$ cat config.mk
export PLATFORM = sky130hd
export DESIGN_NAME = aq_biu_write_channel_flat
export DESIGN_NICKNAME = d
export VERILOG_FILES = /design/src/rtl/aq_biu_write_channel_pkg.sv /design/src/rtl/aq_biu_write_channel_if.sv /design/src/rtl/aq_biu_write_channel_skid_buf1.sv /design/src/rtl/aq_biu_write_channel.sv /design/src/flat_wrapper.sv
export SDC_FILE = /design/constraint.sdc
export NUM_CORES = 1
export LEC_CHECK = 0
export ABC_AREA = 1
export CORE_AREA = 2 2 175 177
export CTS_CLUSTER_DIAMETER = 120
export DETAILED_ROUTE_END_ITERATION = 8
export DIE_AREA = 0 0 177 179
export GPL_TIMING_DRIVEN = 0
export MAX_ROUTING_LAYER = met4
export PLACE_DENSITY = 0.67
export RECOVER_POWER = 50
export SETUP_SLACK_MARGIN = 0.5
export SLEW_MARGIN = 20
export SYNTH_ARGS = -nofsm -noshare
export SYNTH_HDL_FRONTEND = slang
export SYNTH_SLANG_ARGS = --single-unit
$ cat constraint.sdc
create_clock -name biu_clk -period 5.5 [get_ports biu_clk]
set_input_delay 0.825 -clock biu_clk [delete_from_list [all_inputs] [get_ports biu_clk]]
set_output_delay 0.825 -clock biu_clk [all_outputs]
set_load 0.1 [all_outputs]
$ cat src/rtl/aq_biu_write_channel_pkg.sv
// Shared BIU write-channel definitions: widths, AXI encodings, credit limits and
// the buffered AW/W payload layouts.
package aq_biu_write_channel_pkg;

  localparam int unsigned PADDR       = 40;
  localparam int unsigned ID_W        = 4;
  localparam int unsigned PAD_ID_W    = 8;
  localparam int unsigned LEN_W       = 2;
  localparam int unsigned PAD_LEN_W   = 8;
  localparam int unsigned DATA_W      = 128;
  localparam int unsigned STRB_W      = 16;
  localparam int unsigned AW_CRED_MAX = 4;
  localparam int unsigned CRED_W      = 3;
  localparam int unsigned OUTST_W     = 4;

  localparam logic [1:0] BURST_FIXED = 2'b00;
  localparam logic [1:0] BURST_INCR  = 2'b01;
  localparam logic [1:0] BURST_WRAP  = 2'b10;

  localparam logic [1:0] RESP_OKAY   = 2'b00;
  localparam logic [1:0] RESP_EXOKAY = 2'b01;
  localparam logic [1:0] RESP_SLVERR = 2'b10;
  localparam logic [1:0] RESP_DECERR = 2'b11;

  typedef struct packed {
    logic [PADDR-1:0]     addr;
    logic [PAD_ID_W-1:0]  id;
    logic [PAD_LEN_W-1:0] len;
    logic [2:0]           size;
    logic [1:0]           burst;
    logic [3:0]           cache;
    logic [2:0]           prot;
    logic                 lock;
  } aw_pld_t;

  typedef struct packed {
    logic [DATA_W-1:0] data;
    logic [STRB_W-1:0] strb;
    logic              last;
  } w_pld_t;

  function automatic logic [PAD_ID_W-1:0] zext_id(input logic [ID_W-1:0] id);
    return {{(PAD_ID_W-ID_W){1'b0}}, id};
  endfunction

  function automatic logic [PAD_LEN_W-1:0] zext_len(input logic [LEN_W-1:0] len);
    return {{(PAD_LEN_W-LEN_W){1'b0}}, len};
  endfunction

endpackage

$ cat src/rtl/aq_biu_write_channel_if.sv
// Internal AW/W/B request side and AXI pad side of the BIU write channel.
// slave = the write channel itself, master = upstream LSU plus pad environment.
interface aq_biu_write_channel_if;
  import aq_biu_write_channel_pkg::*;

  logic                 awvalid;
  logic                 awready;
  logic [PADDR-1:0]     awaddr;
  logic [ID_W-1:0]      awid;
  logic [LEN_W-1:0]     awlen;
  logic [2:0]           awsize;
  logic [1:0]           awburst;
  logic [3:0]           awcache;
  logic [2:0]           awprot;
  logic                 awlock;
  logic                 wvalid;
  logic                 wready;
  logic [DATA_W-1:0]    wdata;
  logic [STRB_W-1:0]    wstrb;
  logic                 wlast;
  logic                 bvalid;
  logic [ID_W-1:0]      bid;
  logic [1:0]           bresp;

  logic                 biu_pad_awvalid;
  logic [PADDR-1:0]     biu_pad_awaddr;
  logic [PAD_ID_W-1:0]  biu_pad_awid;
  logic [PAD_LEN_W-1:0] biu_pad_awlen;
  logic [2:0]           biu_pad_awsize;
  logic [1:0]           biu_pad_awburst;
  logic [3:0]           biu_pad_awcache;
  logic [2:0]           biu_pad_awprot;
  logic                 biu_pad_awlock;
  logic                 pad_biu_awready;
  logic                 biu_pad_wvalid;
  logic [DATA_W-1:0]    biu_pad_wdata;
  logic [STRB_W-1:0]    biu_pad_wstrb;
  logic                 biu_pad_wlast;
  logic                 pad_biu_wready;
  logic                 pad_biu_bvalid;
  logic [PAD_ID_W-1:0]  pad_biu_bid;
  logic [1:0]           pad_biu_bresp;
  logic                 biu_pad_bready;

  modport slave (
    input  awvalid, awaddr, awid, awlen, awsize, awburst, awcache, awprot, awlock,
    input  wvalid, wdata, wstrb, wlast,
    input  pad_biu_awready, pad_biu_wready, pad_biu_bvalid, pad_biu_bid, pad_biu_bresp,
    output awready, wready, bvalid, bid, bresp,
    output biu_pad_awvalid, biu_pad_awaddr, biu_pad_awid, biu_pad_awlen, biu_pad_awsize,
    output biu_pad_awburst, biu_pad_awcache, biu_pad_awprot, biu_pad_awlock,
    output biu_pad_wvalid, biu_pad_wdata, biu_pad_wstrb, biu_pad_wlast, biu_pad_bready
  );

  modport master (
    output awvalid, awaddr, awid, awlen, awsize, awburst, awcache, awprot, awlock,
    output wvalid, wdata, wstrb, wlast,
    output pad_biu_awready, pad_biu_wready, pad_biu_bvalid, pad_biu_bid, pad_biu_bresp,
    input  awready, wready, bvalid, bid, bresp,
    input  biu_pad_awvalid, biu_pad_awaddr, biu_pad_awid, biu_pad_awlen, biu_pad_awsize,
    input  biu_pad_awburst, biu_pad_awcache, biu_pad_awprot, biu_pad_awlock,
    input  biu_pad_wvalid, biu_pad_wdata, biu_pad_wstrb, biu_pad_wlast, biu_pad_bready
  );

endinterface

$ cat src/rtl/aq_biu_write_channel_skid_buf1.sv
// aq_biu_skid_buf1: one-entry valid/payload holding register; a create in the
// same cycle as a pop reloads the entry and keeps it valid.
module aq_biu_skid_buf1
  import aq_biu_write_channel_pkg::*;
#(
  parameter int unsigned W = 8
) (
  input  logic         biu_clk,
  input  logic         cpurst_b,
  input  logic         create,
  input  logic         pop,
  input  logic [W-1:0] din,
  output logic         vld,
  output logic [W-1:0] dout
);

  logic         vld_q;
  logic         vld_d;
  logic [W-1:0] data_q;
  logic [W-1:0] data_d;

  always_comb begin
    vld_d  = vld_q;
    data_d = data_q;
    if (create) begin
      vld_d  = 1'b1;
      data_d = din;
    end else if (pop) begin
      vld_d  = 1'b0;
    end else begin
      vld_d  = vld_q;
    end
  end

  always_ff @(posedge biu_clk or negedge cpurst_b) begin
    if (!cpurst_b) begin
      vld_q  <= 1'b0;
      data_q <= {W{1'b0}};
    end else begin
      vld_q  <= vld_d;
      data_q <= data_d;
    end
  end

  assign vld  = vld_q;
  assign dout = data_q;

endmodule

$ cat src/rtl/aq_biu_write_channel.sv
// BIU AXI write channel: AW/W pad buffers, AW-ahead-of-W credit and B pulse.
// AQ_BIU_WRITE_OUTST_CNT_EN adds an outstanding-write counter to write_idle.
module aq_biu_write_channel
  import aq_biu_write_channel_pkg::*;
(
  input  logic                  biu_clk,
  input  logic                  cpurst_b,
  input  logic                  axim_clk_en,
  aq_biu_write_channel_if.slave bus,
  output logic                  write_idle,
  output logic                  write_channel_clk_en
);

  localparam logic [CRED_W-1:0] CRED_FULL = 3'd4;

  aw_pld_t           aw_din_s;
  aw_pld_t           aw_dout_s;
  w_pld_t            w_din_s;
  w_pld_t            w_dout_s;
  logic              aw_vld_s;
  logic              w_vld_s;
  logic              aw_ready_s;
  logic              w_ready_s;
  logic              aw_create_s;
  logic              aw_pop_s;
  logic              w_create_s;
  logic              w_pop_s;
  logic              b_create_s;
  logic              outst_ok_s;
  logic              idle_cnt_s;
  logic              bid_hi_unused_s;
  logic [CRED_W-1:0] cred_q;
  logic [CRED_W-1:0] cred_d;
  logic              bvalid_q;
  logic              bvalid_d;
  logic [ID_W-1:0]   bid_q;
  logic [ID_W-1:0]   bid_d;
  logic [1:0]        bresp_q;
  logic [1:0]        bresp_d;

  // Handshakes: W needs an AW credit, either banked or arriving this cycle.
  always_comb begin
    aw_ready_s  = (~aw_vld_s | bus.pad_biu_awready) & axim_clk_en
                & (cred_q != CRED_FULL) & outst_ok_s;
    aw_create_s = bus.awvalid & aw_ready_s;
    aw_pop_s    = aw_vld_s & bus.pad_biu_awready & axim_clk_en;
    w_ready_s   = (~w_vld_s | bus.pad_biu_wready) & axim_clk_en
                & ((cred_q != 3'd0) | aw_create_s);
    w_create_s  = bus.wvalid & w_ready_s;
    w_pop_s     = w_vld_s & bus.pad_biu_wready & axim_clk_en;
    b_create_s  = axim_clk_en & bus.pad_biu_bvalid;
  end

  always_comb begin
    aw_din_s.addr  = bus.awaddr;
    aw_din_s.id    = zext_id(bus.awid);
    aw_din_s.len   = zext_len(bus.awlen);
    aw_din_s.size  = bus.awsize;
    aw_din_s.burst = bus.awburst;
    aw_din_s.cache = bus.awcache;
    aw_din_s.prot  = bus.awprot;
    aw_din_s.lock  = bus.awlock;
    w_din_s.data   = bus.wdata;
    w_din_s.strb   = bus.wstrb;
    w_din_s.last   = bus.wlast;
  end

  aq_biu_skid_buf1 #(.W($bits(aw_pld_t))) u_aw_buf (
    .biu_clk  (biu_clk),
    .cpurst_b (cpurst_b),
    .create   (aw_create_s),
    .pop      (aw_pop_s),
    .din      (aw_din_s),
    .vld      (aw_vld_s),
    .dout     (aw_dout_s)
  );

  aq_biu_skid_buf1 #(.W($bits(w_pld_t))) u_w_buf (
    .biu_clk  (biu_clk),
    .cpurst_b (cpurst_b),
    .create   (w_create_s),
    .pop      (w_pop_s),
    .din      (w_din_s),
    .vld      (w_vld_s),
    .dout     (w_dout_s)
  );

  always_comb begin
    cred_d = cred_q;
    case ({aw_create_s, w_create_s & bus.wlast})
      2'b10:   cred_d = cred_q + 3'd1;
      2'b01:   cred_d = cred_q - 3'd1;
      default: cred_d = cred_q;
    endcase
  end

  always_comb begin
    bvalid_d = b_create_s;
    if (b_create_s) begin
      bid_d   = bus.pad_biu_bid[ID_W-1:0];
      bresp_d = bus.pad_biu_bresp;
    end else begin
      bid_d   = bid_q;
      bresp_d = bresp_q;
    end
  end

  always_ff @(posedge biu_clk or negedge cpurst_b) begin
    if (!cpurst_b) begin
      cred_q   <= 3'd0;
      bvalid_q <= 1'b0;
      bid_q    <= 4'd0;
      bresp_q  <= 2'd0;
    end else begin
      cred_q   <= cred_d;
      bvalid_q <= bvalid_d;
      bid_q    <= bid_d;
      bresp_q  <= bresp_d;
    end
  end

`ifdef AQ_BIU_WRITE_OUTST_CNT_EN
  logic [OUTST_W-1:0] outst_q;
  logic [OUTST_W-1:0] outst_d;

  // Saturating count of pad AWs still waiting for their B.
  always_comb begin
    outst_d = outst_q;
    case ({aw_pop_s, b_create_s})
      2'b10: begin
        if (outst_q != 4'd15) outst_d = outst_q + 4'd1;
        else                  outst_d = outst_q;
      end
      2'b01: begin
        if (outst_q != 4'd0) outst_d = outst_q - 4'd1;
        else                 outst_d = outst_q;
      end
      default: outst_d = outst_q;
    endcase
  end

  always_ff @(posedge biu_clk or negedge cpurst_b) begin
    if (!cpurst_b) outst_q <= 4'd0;
    else           outst_q <= outst_d;
  end

  assign outst_ok_s = (outst_q != 4'd15);
  assign idle_cnt_s = (outst_q == 4'd0);
`else
  assign outst_ok_s = 1'b1;
  assign idle_cnt_s = 1'b1;
`endif

  assign bid_hi_unused_s = ^bus.pad_biu_bid[PAD_ID_W-1:ID_W];

  assign bus.awready         = aw_ready_s;
  assign bus.wready          = w_ready_s;
  assign bus.bvalid          = bvalid_q;
  assign bus.bid             = bid_q;
  assign bus.bresp           = bresp_q;
  assign bus.biu_pad_awvalid = aw_vld_s;
  assign bus.biu_pad_awaddr  = aw_dout_s.addr;
  assign bus.biu_pad_awid    = aw_dout_s.id;
  assign bus.biu_pad_awlen   = aw_dout_s.len;
  assign bus.biu_pad_awsize  = aw_dout_s.size;
  assign bus.biu_pad_awburst = aw_dout_s.burst;
  assign bus.biu_pad_awcache = aw_dout_s.cache;
  assign bus.biu_pad_awprot  = aw_dout_s.prot;
  assign bus.biu_pad_awlock  = aw_dout_s.lock;
  assign bus.biu_pad_wvalid  = w_vld_s;
  assign bus.biu_pad_wdata   = w_dout_s.data;
  assign bus.biu_pad_wstrb   = w_dout_s.strb;
  assign bus.biu_pad_wlast   = w_dout_s.last;
  assign bus.biu_pad_bready  = 1'b1;

  assign write_idle = idle_cnt_s & ~aw_vld_s & ~w_vld_s;
  // bvalid_q is included so the clearing edge of the B pulse is never gated off.
  assign write_channel_clk_en = aw_create_s | aw_pop_s | w_create_s | w_pop_s
                              | b_create_s | bvalid_q;

endmodule

$ cat src/flat_wrapper.sv
// flat-port wrapper written by rule: the top's interface ports become plain ports
module aq_biu_write_channel_flat import aq_biu_write_channel_pkg::*;
  (biu_clk, cpurst_b, axim_clk_en, write_idle, write_channel_clk_en, bus_awvalid, bus_awaddr, bus_awid, bus_awlen, bus_awsize, bus_awburst, bus_awcache, bus_awprot, bus_awlock, bus_wvalid, bus_wdata, bus_wstrb, bus_wlast, bus_pad_biu_awready, bus_pad_biu_wready, bus_pad_biu_bvalid, bus_pad_biu_bid, bus_pad_biu_bresp, bus_awready, bus_wready, bus_bvalid, bus_bid, bus_bresp, bus_biu_pad_awvalid, bus_biu_pad_awaddr, bus_biu_pad_awid, bus_biu_pad_awlen, bus_biu_pad_awsize, bus_biu_pad_awburst, bus_biu_pad_awcache, bus_biu_pad_awprot, bus_biu_pad_awlock, bus_biu_pad_wvalid, bus_biu_pad_wdata, bus_biu_pad_wstrb, bus_biu_pad_wlast, bus_biu_pad_bready);
  aq_biu_write_channel_if bus_i ();
  input  logic biu_clk;
  input  logic cpurst_b;
  input  logic axim_clk_en;
  output logic write_idle;
  output logic write_channel_clk_en;
  input wire logic [$bits(bus_i.awvalid)-1:0] bus_awvalid;
  input wire logic [$bits(bus_i.awaddr)-1:0] bus_awaddr;
  input wire logic [$bits(bus_i.awid)-1:0] bus_awid;
  input wire logic [$bits(bus_i.awlen)-1:0] bus_awlen;
  input wire logic [$bits(bus_i.awsize)-1:0] bus_awsize;
  input wire logic [$bits(bus_i.awburst)-1:0] bus_awburst;
  input wire logic [$bits(bus_i.awcache)-1:0] bus_awcache;
  input wire logic [$bits(bus_i.awprot)-1:0] bus_awprot;
  input wire logic [$bits(bus_i.awlock)-1:0] bus_awlock;
  input wire logic [$bits(bus_i.wvalid)-1:0] bus_wvalid;
  input wire logic [$bits(bus_i.wdata)-1:0] bus_wdata;
  input wire logic [$bits(bus_i.wstrb)-1:0] bus_wstrb;
  input wire logic [$bits(bus_i.wlast)-1:0] bus_wlast;
  input wire logic [$bits(bus_i.pad_biu_awready)-1:0] bus_pad_biu_awready;
  input wire logic [$bits(bus_i.pad_biu_wready)-1:0] bus_pad_biu_wready;
  input wire logic [$bits(bus_i.pad_biu_bvalid)-1:0] bus_pad_biu_bvalid;
  input wire logic [$bits(bus_i.pad_biu_bid)-1:0] bus_pad_biu_bid;
  input wire logic [$bits(bus_i.pad_biu_bresp)-1:0] bus_pad_biu_bresp;
  output wire logic [$bits(bus_i.awready)-1:0] bus_awready;
  output wire logic [$bits(bus_i.wready)-1:0] bus_wready;
  output wire logic [$bits(bus_i.bvalid)-1:0] bus_bvalid;
  output wire logic [$bits(bus_i.bid)-1:0] bus_bid;
  output wire logic [$bits(bus_i.bresp)-1:0] bus_bresp;
  output wire logic [$bits(bus_i.biu_pad_awvalid)-1:0] bus_biu_pad_awvalid;
  output wire logic [$bits(bus_i.biu_pad_awaddr)-1:0] bus_biu_pad_awaddr;
  output wire logic [$bits(bus_i.biu_pad_awid)-1:0] bus_biu_pad_awid;
  output wire logic [$bits(bus_i.biu_pad_awlen)-1:0] bus_biu_pad_awlen;
  output wire logic [$bits(bus_i.biu_pad_awsize)-1:0] bus_biu_pad_awsize;
  output wire logic [$bits(bus_i.biu_pad_awburst)-1:0] bus_biu_pad_awburst;
  output wire logic [$bits(bus_i.biu_pad_awcache)-1:0] bus_biu_pad_awcache;
  output wire logic [$bits(bus_i.biu_pad_awprot)-1:0] bus_biu_pad_awprot;
  output wire logic [$bits(bus_i.biu_pad_awlock)-1:0] bus_biu_pad_awlock;
  output wire logic [$bits(bus_i.biu_pad_wvalid)-1:0] bus_biu_pad_wvalid;
  output wire logic [$bits(bus_i.biu_pad_wdata)-1:0] bus_biu_pad_wdata;
  output wire logic [$bits(bus_i.biu_pad_wstrb)-1:0] bus_biu_pad_wstrb;
  output wire logic [$bits(bus_i.biu_pad_wlast)-1:0] bus_biu_pad_wlast;
  output wire logic [$bits(bus_i.biu_pad_bready)-1:0] bus_biu_pad_bready;
  assign bus_i.awvalid = bus_awvalid;
  assign bus_i.awaddr = bus_awaddr;
  assign bus_i.awid = bus_awid;
  assign bus_i.awlen = bus_awlen;
  assign bus_i.awsize = bus_awsize;
  assign bus_i.awburst = bus_awburst;
  assign bus_i.awcache = bus_awcache;
  assign bus_i.awprot = bus_awprot;
  assign bus_i.awlock = bus_awlock;
  assign bus_i.wvalid = bus_wvalid;
  assign bus_i.wdata = bus_wdata;
  assign bus_i.wstrb = bus_wstrb;
  assign bus_i.wlast = bus_wlast;
  assign bus_i.pad_biu_awready = bus_pad_biu_awready;
  assign bus_i.pad_biu_wready = bus_pad_biu_wready;
  assign bus_i.pad_biu_bvalid = bus_pad_biu_bvalid;
  assign bus_i.pad_biu_bid = bus_pad_biu_bid;
  assign bus_i.pad_biu_bresp = bus_pad_biu_bresp;
  assign bus_awready = bus_i.awready;
  assign bus_wready = bus_i.wready;
  assign bus_bvalid = bus_i.bvalid;
  assign bus_bid = bus_i.bid;
  assign bus_bresp = bus_i.bresp;
  assign bus_biu_pad_awvalid = bus_i.biu_pad_awvalid;
  assign bus_biu_pad_awaddr = bus_i.biu_pad_awaddr;
  assign bus_biu_pad_awid = bus_i.biu_pad_awid;
  assign bus_biu_pad_awlen = bus_i.biu_pad_awlen;
  assign bus_biu_pad_awsize = bus_i.biu_pad_awsize;
  assign bus_biu_pad_awburst = bus_i.biu_pad_awburst;
  assign bus_biu_pad_awcache = bus_i.biu_pad_awcache;
  assign bus_biu_pad_awprot = bus_i.biu_pad_awprot;
  assign bus_biu_pad_awlock = bus_i.biu_pad_awlock;
  assign bus_biu_pad_wvalid = bus_i.biu_pad_wvalid;
  assign bus_biu_pad_wdata = bus_i.biu_pad_wdata;
  assign bus_biu_pad_wstrb = bus_i.biu_pad_wstrb;
  assign bus_biu_pad_wlast = bus_i.biu_pad_wlast;
  assign bus_biu_pad_bready = bus_i.biu_pad_bready;
  aq_biu_write_channel u_core (.biu_clk(biu_clk), .cpurst_b(cpurst_b), .axim_clk_en(axim_clk_en), .bus(bus_i), .write_idle(write_idle), .write_channel_clk_en(write_channel_clk_en));
endmodule
==> impl_metrics.csv, run 1 <==
group,metric,value,unit
global_routing,grt_start_max_net_pins,95,
finish,fin_nets,1668,
sta,setup_viol,0,
outcome,run_status,"finished with violations",
place,dp.cells,1813,
drt,wirelength,31900,um
clock_tree,cts_root_buf,"clkbuf_16",
critical_path,crit_top_cell,"nand3_1",
synthesis,synth_seq_cells,216,
synthesis,synth_fa_ha_area_frac,0.00366,
floorplan,initial_utilization,0.296,
synthesis,yosys.area_share.simple,0.265,
critical_path,critical_path_class,"in2out",
global_routing,use_met2,0.321,
clock_tree,htreeDepth,1,
finish,areaGrowthSynthToFinish,63.6,%
clock_tree,clock_sinks,216,
sta,min_period,4910,ps
sta,rsz0062_at_grt,"no",
synthesis,synthCells,972,
sta,maxSlewHeadroom,-0.578,
floorplan,dieHeight,179,um
floorplan,dieArea,31700,um2
sta,fmaxAchievable,204,MHz
floorplan,die_w,177,um
synthesis,netlist_area,8900,um2
critical_path,path_cells,"dlygate4sd3_1 -> inv_1 -> a21oi_1 -> nand3_1 -> nand2_1 -> nand3_1 -> buf_2 -> buf_2 -> nand3_1 -> clkdlybuf4s50_1",
finish,stdcell_count,1862,
clock_tree,cts_resized,0,
global_routing,overflow,0,
clock_tree,cts_tree,"done",
critical_path,rr_endpoint,"u_core.cred_q[2]$_DFFE_PN0P_",
clock_tree,clkTransAtPathRegs,60,ps
critical_path,ff2ff_setup_slack,1350,ps
synthesis,synth_mux_area_frac,0,
critical_path,cp-start-kind,"primary input",
clock_tree,numCtsBuffers,25,
drt,first_pass_iters,5,
critical_path,slowest_stage,"clkdlybuf4s50_1",
sta,fin_crit_sh,0.892,
critical_path,required,4680,ps
drt,drtIter0Drc,466,
critical_path,worstReg2RegStart,"u_core.u_aw_buf.vld$_DFFE_PN0P_",
clock_tree,hold_buffers,0,
critical_path,cp_top_family,"buffers and inverters",
clock_tree,postCtsSetupRepairBufs,0,
global_routing,grt_util_all_layers,0.197,
sta,hold_violations,0,
synthesis,ys_seq_area_frac,0.608,
clock_tree,clock_latency,530,ps
global_routing,use_met3,0.0428,
floorplan,ios,450,
finish,drive_gt1_frac,0.0629,
sta,tightest_slew,2370,ps
drt,route.detailed.drc,0,
global_routing,grt_pass1_vias,8290,
critical_path,cp-end-kind,"output pin",
critical_path,worstPathArrival,4080,ps
synthesis,ys_types,24,
critical_path,cp_num_cells,10,
finish,postLayoutCoreUtil,0.485,
sta,slew_viol_final,221,
global_routing,gr-max-usage-layer,"met2",
finish,layout_commonest_cell,"clkdlybuf4s50_1",
global_routing,grt_pass1_wl,47100,um
critical_path,cpPeakStageDelay,1160,ps
place,portBuffers,434,
finish,final_cell_mix,"clkdlybuf4s50_1, nand2_1, dfrtp_1, nand4_1, inv_1",
drt,ant_nets,0,
sta,setup_tns,0,ps
sta,skew,14.0,ps
synthesis,synth-compound-area-share,0.0385,
clock_tree,clock_path_buffers,3,
drt,num_vias,8460,
drt,vias_per_cell,4.54,
floorplan,coreArea,30000,um2
place,hpwl,23900,um
critical_path,cp-startpoint,"axim_clk_en",
drt,wire_per_inst,17.1,um
outcome,violations,"max-capacitance violations, max-slew violations",
critical_path,crit_end,"write_channel_clk_en",
synthesis,synthXorXnorAreaFrac,0.00197,
global_routing,antenna_found_initial,3,
synthesis,synth_top_family_by_area,"simple AND/OR/NAND/NOR gates",
synthesis,syn_area_per_cell,9.15,um2
job,cap_violations,3,
synthesis,ys_warn_count,0,
global_routing,met1_usage,0.246,
place,place_congestion,0.925,
hold_path,hp-class,"reg2reg",
critical_path,path_max_fanout,10,
critical_path,worst-path-buf-inv,5,
critical_path,reg2regPathDepth,13,
floorplan,rows,64,
## through the flow
stage          hold slack, ps  setup WS, ps  cell area, um2
6_report                  467           594           14600
5_1_grt                   479           375           14600
4_1_cts                   154           851           14600
3_5_place_dp              457           869           13800
3_3_place_gp              453         -5860           13800
2_1_floorplan             469          1090            8930
## logic make-up (layout without fill, tap and decap cells)
group | count (synthesis) | after routing
compound gates | 67 | 67
xor+xnor | 2 | 2
buf+inv | 155 | 637
other cells | 2 | 14
flops | 216 | 216
simple gates | 528 | 528
fa+ha+maj | 2 | 2
## worst min-delay path: cells and delay by family (launching register included)
family	cells	cell delay [ps]
flops	1	340
simple gates	2	90
## cells in the mapped netlist
master	n	area share
o21ai_0	62	0.035
nor2_1	2	0.00084
buf_2	48	0.027
nand2_1	374	0.16
nand3_1	4	0.0023
nand3_2	1	0.0011
nand4_1	145	0.10
buf_4	12	0.010
clkinv_1	1	0.00042
nor3_1	1	0.00056
xnor2_1	2	0.0020
dfrtp_1	216	0.61
clkbuf_1	22	0.0093
inv_1	64	0.027
a21oi_1	2	0.0011
inv_2	2	0.00084
a21boi_0	1	0.00084
ha_1	1	0.0014
a31oi_1	1	0.00070
buf_6	6	0.0076
conb_1	2	0.00084
fa_1	1	0.0023
a21oi_2	1	0.00098
and2_1	1	0.00070
## final cells by class
class	instances	area [um2]
multi-input cells	610	2790
clock buffers	37	731
fillers	2869	15500
plain buffers	88	450
inverters	67	251
diodes	3	7.51
clock inverters	9	80.1
flip-flops and latches	216	5410
well taps	396	495
repair buffers	436	4350
## routing by layer
metal / vias to the layer above / wire length, um
met4: 0 / 842
met2: 283 / 15500
met3: 56 / 2120
met1: 3998 / 13500
li1: 4123 / -
met5: - / 0
## state kept, by name (all words and copies together), names as in the netlist
| register | count |
|---|---|
| u_core.bus.bid | 4 |
| u_core.bus.bresp | 2 |
| u_core.bus.bvalid | 1 |
| u_core.cred_q | 3 |
| u_core.u_aw_buf.dout | 59 |
| u_core.u_aw_buf.vld | 1 |
| u_core.u_w_buf.dout | 145 |
| u_core.u_w_buf.vld | 1 |
## how the worst min path moves through the flow
stage	startpoint	end	slack, ps	depth (start not counted)
after global placement	u_core.u_w_buf.dout[0]$_DFFE_PN0P_	u_core.u_w_buf.dout[0]$_DFFE_PN0P_	450	2
after floorplan	u_core.cred_q[2]$_DFFE_PN0P_	u_core.cred_q[2]$_DFFE_PN0P_	470	1
after detailed placement	u_core.u_w_buf.dout[64]$_DFFE_PN0P_	u_core.u_w_buf.dout[64]$_DFFE_PN0P_	460	2
after CTS	cpurst_b	u_core.u_w_buf.dout[137]$_DFFE_PN0P_	150	1
final	u_core.u_w_buf.dout[56]$_DFFE_PN0P_	u_core.u_w_buf.dout[56]$_DFFE_PN0P_	470	2
after global routing	u_core.u_w_buf.dout[56]$_DFFE_PN0P_	u_core.u_w_buf.dout[56]$_DFFE_PN0P_	480	2
Power of run 1 is not shown: default switching activity piles up to over one toggle a cycle in this logic, so the estimate is an artifact.
==> inputs of run 2 (changes only) <==
--- a/config.mk
+++ b/config.mk
@@ -12,7 +12,7 @@
 export DIE_AREA = 0 0 177 179
 export GPL_TIMING_DRIVEN = 0
 export MAX_ROUTING_LAYER = met4
-export PLACE_DENSITY = 0.67
+export PLACE_DENSITY = 0.69
 export RECOVER_POWER = 50
 export SETUP_SLACK_MARGIN = 0.5
 export SLEW_MARGIN = 20
==> constraint.sdc (replaced) <==
create_clock -name biu_clk -period 4.1 [get_ports biu_clk]
set_input_delay 0.615 -clock biu_clk [delete_from_list [all_inputs] [get_ports biu_clk]]
set_output_delay 0.615 -clock biu_clk [all_outputs]
set_load 0.1 [all_outputs]
==> run 2 against run 1 <==
The run still ends with max-capacitance violations, max-slew violations left. Worst setup slack got worse by 130 ps. Die area unchanged. Worst hold slack gained 1.7 ps. Via count increased by 0.98%.
==> impl_metrics.csv, run 2 (synthesis results as in run 1) <==
group,metric,value,unit
sta,slew_viol_final,35,
critical_path,required,3480,ps
drt,first_pass_iters,5,
outcome,violations,"max-capacitance violations, max-slew violations",
floorplan,rows,64,
clock_tree,htreeDepth,1,
finish,final_cell_mix,"clkdlybuf4s50_1, nand2_1, dfrtp_1, nand4_1, inv_1",
sta,tightest_slew,2260,ps
clock_tree,postCtsSetupRepairBufs,0,
clock_tree,numCtsBuffers,25,
global_routing,use_met3,0.0356,
finish,areaGrowthSynthToFinish,65.0,%
floorplan,dieHeight,179,um
drt,vias_per_cell,4.59,
outcome,run_status,"finished with violations",
floorplan,coreArea,30000,um2
sta,rsz0062_at_grt,"yes",
global_routing,use_met2,0.315,
finish,fillers,2846,
sta,maxSlewHeadroom,-0.509,
sta,skew,12.6,ps
finish,layout_commonest_cell,"clkdlybuf4s50_1",
floorplan,ios,450,
hold_path,hp-class,"reg2reg",
global_routing,antenna_found_initial,3,
global_routing,grt_pass1_wl,47500,um
finish,drive_gt1_frac,0.0670,
critical_path,critical_path_class,"in2out",
finish,multiInputGateArea,2790,um2
floorplan,dieArea,31700,um2
sta,min_period,3630,ps
drt,ant_nets,0,
finish,stdcell_count,1862,
drt,num_vias,8543,
global_routing,grt_util_all_layers,0.199,
clock_tree,clkTransAtPathRegs,50,ps
clock_tree,cts_root_buf,"clkbuf_16",
place,place_congestion,0.873,
critical_path,path_max_fanout,10,
drt,wirelength,32400,um
place,hpwl,24100,um
sta,setup_viol,0,
global_routing,met1_usage,0.258,
sta,hold_violations,0,
global_routing,grt_start_max_net_pins,94,
floorplan,die_w,177,um
clock_tree,cts_tree,"done",
job,cap_violations,1,
finish,fin_nets,1669,
global_routing,grt_pass1_vias,8147,
clock_tree,clock_sinks,216,
critical_path,cp-start-kind,"primary input",
place,portBuffers,434,
clock_tree,clock_latency,520,ps
global_routing,gr-max-usage-layer,"met2",
floorplan,initial_utilization,0.296,
drt,drtIter0Drc,530,
sta,fmaxAchievable,275,MHz
critical_path,cp-end-kind,"output pin",
finish,seq_area,5410,um2
place,dp.cells,1813,
finish,largest_register_ffs,145,
critical_path,worstPathArrival,3020,ps
drt,route.detailed.drc,0,
global_routing,overflow,0,
sta,fin_crit_sh,0.886,
drt,wire_per_inst,17.4,um
clock_tree,clock_path_buffers,3,
run 2: per-stage QoR:
step	setup slack (ps)	setup TNS, ps	area, um2	hold WS, ps	util
floorplan	628	0	8930	319	-
global placement	-7030	-1512170	13800	453	0.459
detailed placement	-97.0	-148	13800	457	0.461
CTS	493	0	14700	471	0.490
global route	270	0	14700	485	0.489
finish	468	0	14700	468	0.489
run 2: what timing repair did:
item | CTS | global route
resized for setup | 6 | 8
hold buffers | 1 | 0
endpoints found under the hold margin | 34 | 0
setup endpoints to repair | 2 | 3
run 2: cell type report:
class / count / area share
Buffer: 88 / 0.0319
Clock buffer: 36 / 0.0509
Multi-Input combinational cell: 610 / 0.190
Tap cell: 396 / 0.0337
Sequential cell: 216 / 0.368
Timing Repair Buffer: 437 / 0.300
Inverter: 67 / 0.0171
Antenna cell: 4 / 0.000682
Clock inverter: 8 / 0.00801
run 2: routing by layer:
metal / vias up / wire (um)
li1: 4118 / -
met1: 4071 / 13800
met2: 290 / 15500
met3: 64 / 2040
met4: 0 / 1100
met5: - / 0
run 2: path summary, 6_finish.rpt:
check                           slack (ps)                           startpoint  cells past startpoint                              endpoint
worst max-delay path                   470                          axim_clk_en                      8                  write_channel_clk_en
worst min-delay path                   470  u_core.u_w_buf.dout[19]$_DFFE_PN0P_                      2   u_core.u_w_buf.dout[19]$_DFFE_PN0P_
worst max register to register        1010      u_core.u_aw_buf.vld$_DFFE_PN0P_                     13          u_core.cred_q[2]$_DFFE_PN0P_
worst min register to register         470  u_core.u_w_buf.dout[19]$_DFFE_PN0P_                      2   u_core.u_w_buf.dout[19]$_DFFE_PN0P_
max in group asynchronous             1420                             cpurst_b                      3   u_core.u_w_buf.dout[95]$_DFFE_PN0P_
min in group asynchronous             1330                             cpurst_b                      2  u_core.u_aw_buf.dout[65]$_DFFE_PN0P_
run 2: worst max-delay path, cell delays in order:
cell	delay (ps)
dlygate4sd3_1	610
inv_1	100
a21oi_2	140
nand3_1	260
clkbuf_1	340
clkbuf_1	330
nand3_1	160
buf_2	450
Power of run 2 is left out for the same reason.
==> inputs of run 3 (changes only) <==
--- a/config.mk
+++ b/config.mk
@@ -6,13 +6,13 @@
 export NUM_CORES = 1
 export LEC_CHECK = 0
 export ABC_AREA = 1
-export CORE_AREA = 2 2 175 177
+export CORE_AREA = 5 5 173 175
 export CTS_CLUSTER_DIAMETER = 120
 export DETAILED_ROUTE_END_ITERATION = 8
-export DIE_AREA = 0 0 177 179
+export DIE_AREA = 0 0 178 180
 export GPL_TIMING_DRIVEN = 0
 export MAX_ROUTING_LAYER = met4
-export PLACE_DENSITY = 0.69
+export PLACE_DENSITY = 0.73
 export RECOVER_POWER = 50
 export SETUP_SLACK_MARGIN = 0.5
 export SLEW_MARGIN = 20
==> run 3 against run 2 <==
The run still ends with max-capacitance violations, max-slew violations left. Wire length rose by 3.0%. First-iteration DRC count shrank 4.3%. Register-to-register slack gained 100 ps. Clock skew is 5.9 ps lower. Worst setup slack worse by 44 ps. Utilization is 2.5 points higher. Cell count is 0.86% lower. Sequential cell count stayed put. Critical path depth down 1. Critical path type unchanged. Critical endpoint is now bus_wready.
==> impl_metrics.csv, run 3 (synthesis results as in run 1) <==
group,metric,value,unit
outcome,run_status,"finished with violations",
outcome,violations,"max-capacitance violations, max-slew violations",
global_routing,grt_pass1_vias,8786,
critical_path,cp_num_cells,7,
clock_tree,clock_sinks,216,
global_routing,antenna_found_initial,1,
floorplan,ios,450,
finish,fin_nets,1668,
critical_path,required,3480,ps
sta,hold_violations,0,
critical_path,cpPeakStageDelay,630,ps
finish,layout_commonest_cell,"clkdlybuf4s50_1",
floorplan,rows,62,
floorplan,dieHeight,180,um
sta,fin_crit_sh,0.897,
drt,drtIter0Drc,507,
finish,areaGrowthSynthToFinish,63.5,%
drt,wire_per_inst,18.1,um
critical_path,cp_top_family,"buffers and inverters",
place,hpwl,25700,um
floorplan,die_w,178,um
critical_path,worst-path-buf-inv,4,
clock_tree,clkTransAtPathRegs,50,ps
global_routing,overflow,0,
clock_tree,clock_path_buffers,3,
critical_path,slowest_stage,"dlygate4sd3_1",
sta,setup_viol,0,
critical_path,cp-startpoint,"axim_clk_en",
critical_path,worstReg2RegStart,"u_core.u_aw_buf.vld$_DFFE_PN0P_",
sta,maxSlewHeadroom,-1.00,
finish,postLayoutCoreUtil,0.514,
critical_path,path_cells,"dlygate4sd3_1 -> inv_1 -> a21oi_2 -> nand3_1 -> clkbuf_1 -> a21boi_1 -> clkdlybuf4s15_2",
critical_path,worstPathArrival,3060,ps
sta,min_period,3680,ps
critical_path,cp-end-kind,"output pin",
critical_path,cp-start-kind,"primary input",
critical_path,critical_path_class,"in2out",
floorplan,initial_utilization,0.314,
clock_tree,clock_latency,510,ps
critical_path,path_max_fanout,10,
drt,vias_per_cell,4.66,
clock_tree,hold_buffers,0,
finish,final_cell_mix,"clkdlybuf4s50_1, nand2_1, dfrtp_1, nand4_1, inv_1",
sta,tightest_slew,3000,ps
critical_path,crit_end,"bus_wready",
drt,wirelength,33400,um
floorplan,coreArea,28300,um2
job,cap_violations,1,
sta,skew,6.72,ps
drt,ant_nets,0,
clock_tree,cts_tree,"done",
sta,fmaxAchievable,272,MHz
global_routing,grt_start_max_net_pins,93,
critical_path,ff2ff_setup_slack,1110,ps
finish,largest_register_ffs,145,
global_routing,grt_util_all_layers,0.208,
sta,slew_viol_final,50,
floorplan,dieArea,32000,um2
global_routing,grt_pass1_wl,51100,um
drt,num_vias,8600,
critical_path,rr_endpoint,"u_core.cred_q[2]$_DFFE_PN0P_",
place,place_congestion,0.868,
finish,drive_gt1_frac,0.0637,
clock_tree,htreeDepth,1,
drt,route.detailed.drc,0,
hold_path,hp-class,"reg2reg",
finish,fillers,2613,
place,portBuffers,434,
sta,rsz0062_at_grt,"no",
clock_tree,numCtsBuffers,25,
critical_path,reg2regPathDepth,13,
drt,first_pass_iters,5,
clock_tree,cts_root_buf,"clkbuf_16",
## run 3: cell count changes in the layout (fill, tap and decap cells not counted)
cell | previous run | this run
clkbuf_1 | 40 | 45
clkbuf_8 | 8 | 3
buf_2 | 32 | 36
buf_6 | 6 | 3
diode_2 | 4 | 2
bufinv_16 | 3 | 2
clkbuf_4 | 0 | 1
clkdlybuf4s15_1 | 1 | 0
clkinv_2 | 4 | 3
dlygate4sd3_1 | 2 | 1
## run 3: cell type report
class | instances | area [um2] | share of cell area
buffer | 88 | 445 | 0.0306
clock buffer | 37 | 701 | 0.0482
sequential | 216 | 5410 | 0.371
tap | 384 | 480 | 0.0330
clock inverter | 6 | 82.6 | 0.00567
multi-input combinational | 610 | 2790 | 0.192
inverter | 67 | 251 | 0.0173
antenna | 2 | 5.00 | 0.000344
timing repair buffer | 436 | 4390 | 0.302
## run 3: how the worst min path moves through the flow
| stage | end | cells after the start | slack (ps) | start |
|---|---|---|---|---|
| floorplan | u_core.bus.bid[0]$_DFFE_PN0P_ | 0 | 320 | cpurst_b |
| global placement | u_core.u_w_buf.dout[144]$_DFFE_PN0P_ | 2 | 450 | u_core.u_w_buf.dout[144]$_DFFE_PN0P_ |
| detailed placement | u_core.u_w_buf.dout[131]$_DFFE_PN0P_ | 2 | 460 | u_core.u_w_buf.dout[131]$_DFFE_PN0P_ |
| CTS | u_core.u_w_buf.dout[6]$_DFFE_PN0P_ | 1 | 7 | cpurst_b |
| global route | u_core.u_w_buf.dout[12]$_DFFE_PN0P_ | 2 | 480 | u_core.u_w_buf.dout[12]$_DFFE_PN0P_ |
| finish | u_core.u_w_buf.dout[5]$_DFFE_PN0P_ | 2 | 470 | u_core.u_w_buf.dout[5]$_DFFE_PN0P_ |
## run 3: per-layer routing
metal	wire length, um	global-route usage	vias to the layer above	part of all wire
met3	2140	0.0366	54	0.064
li1	-	-	4113	-
met5	0	-	-	0
met2	16700	0.348	306	0.50
met1	13700	0.261	4127	0.41
met4	889	0.0545	0	0.027
## run 3: repair_timing
item	4_1_cts	5_1_grt
hold endpoints to repair	0	0
endpoints found under the setup margin	2	2
resized for setup	9	3
buffers inserted	0	0
## run 3: stage by stage
stage | hold WS (ps) | cell area (um2) | setup slack (ps) | TNS, ps | instances
6_report | 465 | 14600 | 424 | 0 | 1846
5_1_grt | 479 | 14500 | 290 | 0 | 1845
4_1_cts | 7.48 | 14600 | 587 | 0 | 1844
3_5_place_dp | 457 | 13800 | -162 | -300 | 1801
3_3_place_gp | 452 | 13800 | -6830 | -1470130 | 1799
2_1_floorplan | 319 | 8930 | 628 | 0 | 981
## run 3: worst min-delay path, stage by stage, from the launching register on
cell and delay [ps]:
dfrtp_1 340, nand2_1 50, nand2_1 40
Power of run 3 is left out for the same reason.
